### config.mk
export PLATFORM = sky130hd
export DESIGN_NAME = instr_fetch_unit
export DESIGN_NICKNAME = d
export VERILOG_FILES = /design/src/rtl/instr_fetch_unit.sv
export SDC_FILE = /design/constraint.sdc
export NUM_CORES = 1
export LEC_CHECK = 0
export CAP_MARGIN = 0
export CORE_ASPECT_RATIO = 0.8
export CORE_UTILIZATION = 52
export CTS_CLUSTER_SIZE = 25
export DETAILED_ROUTE_END_ITERATION = 10
export PLACE_DENSITY = 0.79
export SETUP_SLACK_MARGIN = 0.1
export SLEW_MARGIN = 20
export SYNTH_ARGS = -nofsm -noshare
export SYNTH_HDL_FRONTEND = slang
export SYNTH_SLANG_ARGS = --single-unit
### constraint.sdc
create_clock -name clk -period 2 [get_ports clk]
set_input_delay 0.3 -clock clk [delete_from_list [all_inputs] [get_ports clk]]
set_output_delay 0.3 -clock clk [all_outputs]
set_load 0.005 [all_outputs]
### src/rtl/instr_fetch_unit.sv
// instr_fetch_unit
//   Holds the PC and fetches one instruction byte at a time from instruction
//   memory over a req/ack handshake. It presents each byte to decode over a
//   valid/ready handshake. Execute may redirect the PC, and a halt at accept
//   parks the unit until the next redirect. All outputs are registered.
//
// Ports
//   clk, rst_n           clock (rising edge), asynchronous active-low reset
//   imem_req/imem_addr   fetch request and address, held until imem_ack
//   imem_ack/imem_rdata  memory response; ignored while imem_req=0
//   instr/instr_pc       fetched byte and the address it came from
//   instr_valid          instr/instr_pc valid; stable until instr_ready
//   instr_ready          decode accepts instr this cycle
//   redirect/redirect_pc load redirect_pc as the next fetch address
//   halt                 sampled at accept: stop fetching after this instr
module instr_fetch_unit #(
    parameter int unsigned           PC_W     = 8,
    parameter logic [PC_W-1:0]       RESET_PC = PC_W'(8'h00)
) (
    input  logic            clk,
    input  logic            rst_n,
    output logic            imem_req,
    output logic [PC_W-1:0] imem_addr,
    input  logic            imem_ack,
    input  logic [7:0]      imem_rdata,
    output logic [7:0]      instr,
    output logic            instr_valid,
    input  logic            instr_ready,
    output logic [PC_W-1:0] instr_pc,
    input  logic            redirect,
    input  logic [PC_W-1:0] redirect_pc,
    input  logic            halt
);

    typedef enum logic [2:0] {StStart, StFetch, StHold, StDrain, StIdle} state_e;

    state_e          state_q, state_d;
    logic [PC_W-1:0] pc_q, pc_d;
    logic            req_q, req_d;
    logic [PC_W-1:0] addr_q, addr_d;
    logic [7:0]      instr_q, instr_d;
    logic            valid_q, valid_d;
    logic [PC_W-1:0] instr_pc_q, instr_pc_d;
    logic [PC_W-1:0] target_q, target_d;

    always_comb begin
        state_d    = state_q;
        pc_d       = pc_q;
        req_d      = req_q;
        addr_d     = addr_q;
        instr_d    = instr_q;
        valid_d    = valid_q;
        instr_pc_d = instr_pc_q;
        target_d   = target_q;

        unique case (state_q)
            StStart: begin
                state_d = StFetch;
            end

            StFetch: begin
                if (!req_q) begin
                    // Entered FETCH with no request outstanding (after reset or a
                    // redirect): take any pending redirect, otherwise issue at pc.
                    if (redirect) begin
                        pc_d = redirect_pc;
                    end else begin
                        req_d  = 1'b1;
                        addr_d = pc_q;
                    end
                end else if (imem_ack && redirect) begin
                    pc_d  = redirect_pc;
                    req_d = 1'b0;
                end else if (imem_ack) begin
                    instr_d    = imem_rdata;
                    instr_pc_d = pc_q;
                    pc_d       = pc_q + PC_W'(1);
                    valid_d    = 1'b1;
                    req_d      = 1'b0;
                    state_d    = StHold;
                end else if (redirect) begin
                    // Request is in flight: remember where to go once it lands.
                    target_d = redirect_pc;
                    state_d  = StDrain;
                end
            end

            StDrain: begin
                if (imem_ack) begin
                    pc_d    = redirect ? redirect_pc : target_q;
                    req_d   = 1'b0;
                    state_d = StFetch;
                end else if (redirect) begin
                    target_d = redirect_pc;
                end
            end

            StHold: begin
                if (redirect) begin
                    pc_d    = redirect_pc;
                    valid_d = 1'b0;
                    state_d = StFetch;
                end else if (instr_ready) begin
                    valid_d = 1'b0;
                    if (halt) begin
                        state_d = StIdle;
                    end else begin
                        // Issue straight from accept so the next request follows
                        // on the next edge.
                        req_d   = 1'b1;
                        addr_d  = pc_q;
                        state_d = StFetch;
                    end
                end
            end

            StIdle: begin
                if (redirect) begin
                    pc_d    = redirect_pc;
                    state_d = StFetch;
                end
            end

            default: begin
                state_d = StStart;
            end
        endcase
    end

    always_ff @(posedge clk or negedge rst_n) begin
        if (!rst_n) begin
            state_q    <= StStart;
            pc_q       <= RESET_PC;
            req_q      <= 1'b0;
            addr_q     <= '0;
            instr_q    <= '0;
            valid_q    <= 1'b0;
            instr_pc_q <= '0;
            target_q   <= '0;
        end else begin
            state_q    <= state_d;
            pc_q       <= pc_d;
            req_q      <= req_d;
            addr_q     <= addr_d;
            instr_q    <= instr_d;
            valid_q    <= valid_d;
            instr_pc_q <= instr_pc_d;
            target_q   <= target_d;
        end
    end

    assign imem_req    = req_q;
    assign imem_addr   = addr_q;
    assign instr       = instr_q;
    assign instr_valid = valid_q;
    assign instr_pc    = instr_pc_q;

endmodule
[Word level (Yosys, flattened, before mapping)]
Cells that the tools add are included.
Cells by class
  $add $sub $neg: 1
  equal/unequal tests: 17
  muxes and demuxes: 42
  bitwise operators: 1
  reduce and logical (&&, ||, !) cells: 14
Operators with widths (number)
  $mux W8: 14
  $pmux W8 S2: 2
  $mux W3: 9
  $pmux W8 S3: 1
  $ne A2 B2 Y1 const B: 10
  $pmux W3 S5: 1
  $mux W1: 13
  $reduce_and A6 Y1: 2
  $reduce_and A5 Y1: 2
  $add A8 B1 Y8 const B: 1
  $eq A3 B2 Y1 const B: 2
  $ne A3 B3 Y1 const B: 2
  $reduce_and A3 Y1: 2
  $reduce_bool A3 Y1: 2
  $ne A4 B4 Y1 const B: 1
  $reduce_and A4 Y1: 1
  $reduce_bool A2 Y1: 2
  $eq A3 B1 Y1 const B: 1
  $eq A3 B3 Y1 const B: 1
  $logic_not A3 Y1: 1
  $pmux W1 S3: 1
  $pmux W1 S2: 1
  $reduce_or A2 Y1: 1
  $logic_and A1 B1 Y1: 1
  $not A1 Y1: 1
Word-level totals
  flip-flop bits (word level): 45
  output and inout bits: 26

[Depth between registers and ports, before layout]
  depth after elaboration: 5
  mapped depth: 7
  gate-level depth less buffers: 5

[Worst setup path before layout]
Ideal clock, no wire load.
  kind: register to register
  start point: reg state_q[2]
  end point: reg instr_pc_q[3], in the netlist instr_pc[3]
  arrival: 1.541 ns
  data required time: 1.872 ns
  path slack: 0.332 ns
  cell stages (with the launch flop): 7
  path buffers: 2
  period minus slack after synthesis: 1.668 ns
  path through: dfrtp_1 > buf_6 > and2b_1 > nand3_1 > nor2_4 > buf_4 > mux2_1
Between the ends
  word-level cells in the longest chain between the ends: 2
Ends and longest elaborated chain
  start, declared: RTL line 37  | state_e state_q, state_d;
  start signal, assigned: RTL line 132  | state_q <= StStart;
  start signal, assigned: RTL line 141  | state_q <= state_d;
  $eq A3 B1 Y1: RTL line 56  | unique case (state_q)
  $reduce_and A4 Y1 (no line)
  end signal, assigned: RTL line 147  | instr_pc_q <= instr_pc_d;
  end, declared: RTL line 43  | logic [PC_W-1:0] instr_pc_q, instr_pc_d;
No other way between the ends.
A chain may end at the register's enable or synchronous reset.

[Final worst setup path]
  start point: reg state_q[0]
  end point: reg instr_pc_q[0], in the netlist instr_pc[0]
Same word-level chain as after synthesis.

==> key figures <==
Pwr
  • Design Power: 4780 uW
  • Worst VDD drop: 0.759 mV
  • Leakage: 0.00140 uW
  • Cell area power density: 1420 nW/um^2

GRT
  • First-pass GRT wire length: about 11000 um
  • GRT overflow: 0
  • Largest net degree at the start of global routing: 25
  • Vias in the first global route: 2191
  • All-Layer GR Usage: 0.284
  • Initial antenna violation count: 0

Route
  • Via-to-Cell Ratio: 6.12
  • Via count: 2257
  • Drt pass-1 iters: 5
  • Final ANT Viol Nets: 0
  • # DRC: 0
  • Total wire length: about 6700 um
  • Wire length per cell: 18.2 um
  • Starting DRC count in detailed routing: 220

Layout
  • Share of cells above drive strength 1: 0.207
  • Syn-to-layout area delta: 29.0%
  • Diodes inserted: 0
  • Post-route insts no fill: ~370
  • Layout fillers: 354
  • Post-route cell area: ~3400 sq um
  • Post-layout nets: 331

Critical path
  • CP max FO: 16
  • CP peak stage delay: between 0.4 and 0.5 ns
  • Worst path required time: 2.18 ns
  • Setup crit end kind: register
  • CP Cell Sequence: buf_4 -> nor2b_1 -> nand3_1 -> nor2_4 -> buf_12 -> mux2_1
  • Max stage delay cell, worst path: dfrtp_1
  • Reg-to-reg startpoint: state_q[0]$_DFFE_PN0P_
  • Kind of critical path: register to register
  • Arrival time worst endpoint: 2.02 ns
  • Reg2Reg Setup Slack: 0.16 ns
  • Worst r2r dst: instr_pc[0]$_DFFE_PN0P_
  • Worst setup SP type: register
  • Reg2Reg Depth: 6

Timing
  • Max frequency: between 500 and 600 MHz
  • Tcrit/Tclk final: 0.921
  • Final hold violations: 0
  • Clock Skew: 0.00523 ns
  • RSZ-0062 raised after global routing: false
  • Transition time of the tightest slew-check pin: 0.529 ns
  • Final min period: 1.84 ns
  • Min Hold Slack: 0.493 ns
  • Slew margin rel.: 0.647
  • Final Setup Violations: 0
  • Pins Over Slew Limit: 0
  • Final setup TNS: 0 ns

Logic synthesis
  • Post-synth cell types: 54
  • Gate Count Post-Synth: 247
  • Area contributors post-synth: dfrtp_1, mux2_2, mux2_1
  • Top-area cell type share of the netlist area: 0.432
  • Register bit total from synthesis: 45
  • Post-Syn Area: 2610 sq um
  • Commonest cells in the netlist: dfrtp_1, mux2_2, nand2_1, o21ai_0, mux2_1
  • Post-synth EDFFs: 0
  • Synth area leader: dfrtp_1
  • Top_reg_cell synth: dfrtp_1
  • Most common cell in the synthesized netlist: dfrtp_1
  • Yosys warning count: 0
  • Post-synthesis sequential area ratio: 0.432
  • Async SR Flop Fraction: 1.00
  • Syn Area/Cell: 10.6 sq um
  • Net count after synthesis: 270

Clock tree
  • Clock-pin slew on the worst setup and hold paths: 0.09 ns
  • Root Driver: clkbuf_8
  • CTS tree: yes
  • Post-CTS Setup Bufs: 0
  • Skew-Pair Late Insertion Delay: ~0.30 ns
  • CTS Buf Count: 5
  • CTS sink cnt: 45
  • Clock Tree Buf Depth: 2
  • H-tree depth: 2

Hold path
  • Hold path depth: 1
  • Min-delay worst type: register to register
  • Hold Path End: instr_pc[4]$_DFFE_PN0P_
  • Hold Startpoint: instr_pc[4]$_DFFE_PN0P_

Placement
  • Final GP Congestion: 0.907
  • Port bufs: 47
  • Placed cell count: 360
  • Post-DP Area: 3250 sq um
  • Final HPWL DP: a little under 5000 um

Floorplan
  • Overall die height: 65.4 um
  • Boundary Pins: 48
  • Initial Util: 0.554
  • CORE AREA: 4710 sq um
  • Row cnt: 22
  • Die Wd: 81.2 um
  • DIE AREA: 5310 sq um

Outcome
  • Status: completed

Job
  • Maxcap violations: 0
sequential cells by signal, indices dropped and copies added (netlist names):
register and flops:
imem_addr 8, imem_req 1, instr 8, instr_pc 8, instr_valid 1, pc_q 8, state_q 3, target_q 8
per-layer routing:
metal,routed length (um),global-route usage,vias up,part of all wire
met5,0,0,-,0
met4,98,0.0804,0,0.015
met1,3210,0.430,1081,0.48
met3,511,0.0403,11,0.076
met2,2890,0.418,109,0.43
li1,-,-,1056,-
kinds of logic after synthesis:
kind of cell / synth area share
compound gates: 0.189
xor+xnor: 0.0134
fa+ha+maj: 0.00480
buf+inv: 0.0595
flops: 0.432
mux: 0.165
simple gates: 0.137
cell usage in the layout (no fill, tap or decap), drive strengths merged, types with 5 or more instances in the layout:
cell type / netlist / final
nor3: 6 / 6
o211ai: 6 / 6
a21oi: 5 / 5
dfrtp: 45 / 45
clkbuf: 7 / 6
buf: 13 / 27
mux2: 31 / 31
nor3b: 5 / 5
nand2: 16 / 16
nand3: 8 / 8
a211oi: 6 / 6
nand4: 5 / 5
clkdlybuf4s50: 0 / 46
nor2: 8 / 8
o21ai: 14 / 14
mux2i: 8 / 8
inv: 7 / 7
metrics by stage:
stage	util	worst slack, ns
floorplan	-	0.332
global placement	0.691	0.120
detailed placement	0.691	0.0514
CTS	0.712	0.125
global route	0.715	0.120
finish	0.715	0.159
how the worst max path moves through the flow:
stage,from,endpoint,slack (ns),cells past startpoint
floorplan,state_q[2]$_DFFE_PN0P_,instr_pc[3]$_DFFE_PN0P_,0.33,6
global placement,imem_ack,pc_q[6]$_DFFE_PN0P_,0.12,5
detailed placement,imem_ack,pc_q[0]$_DFFE_PN0P_,0.05,6
CTS,state_q[0]$_DFFE_PN0P_,pc_q[2]$_DFFE_PN0P_,0.13,5
global route,state_q[1]$_DFFE_PN0P_,pc_q[6]$_DFFE_PN0P_,0.12,5
finish,state_q[0]$_DFFE_PN0P_,instr_pc[0]$_DFFE_PN0P_,0.16,6
area by class of cell:
class	instances	area [sq um]	area share
Inverter	9	33.8	0.0100
Multi-Input combinational cell	173	1350	0.400
Tap cell	60	75.1	0.0223
Clock inverter	2	15.0	0.00446
Timing Repair Buffer	74	696	0.207
Clock buffer	6	72.6	0.0216
Sequential cell	45	1130	0.335
power by group:
group	switching (uW)	leakage (uW)	internal, uW	total [uW]
sequential	371	0.000538	1350	1720
clock	314	0.0000374	246	560
combinational	1120	0.000824	1370	2490
total	1810	0.00140	2970	4780
worst max-delay path: cells and delay by family, from the launching register on:
kind,cells,cell delay [ns]
buffers and inverters,2,0.34
flip-flops,1,0.43
AND/OR/NAND/NOR,3,0.61
multiplexers,1,0.33
repair_timing:
action                                  4_1_cts  5_1_grt
resized for setup                             0        3
hold endpoints to repair                     21        0
endpoints found under the setup margin        0        5
hold buffers                                  1        0
(Power assumes the default switching activity.)
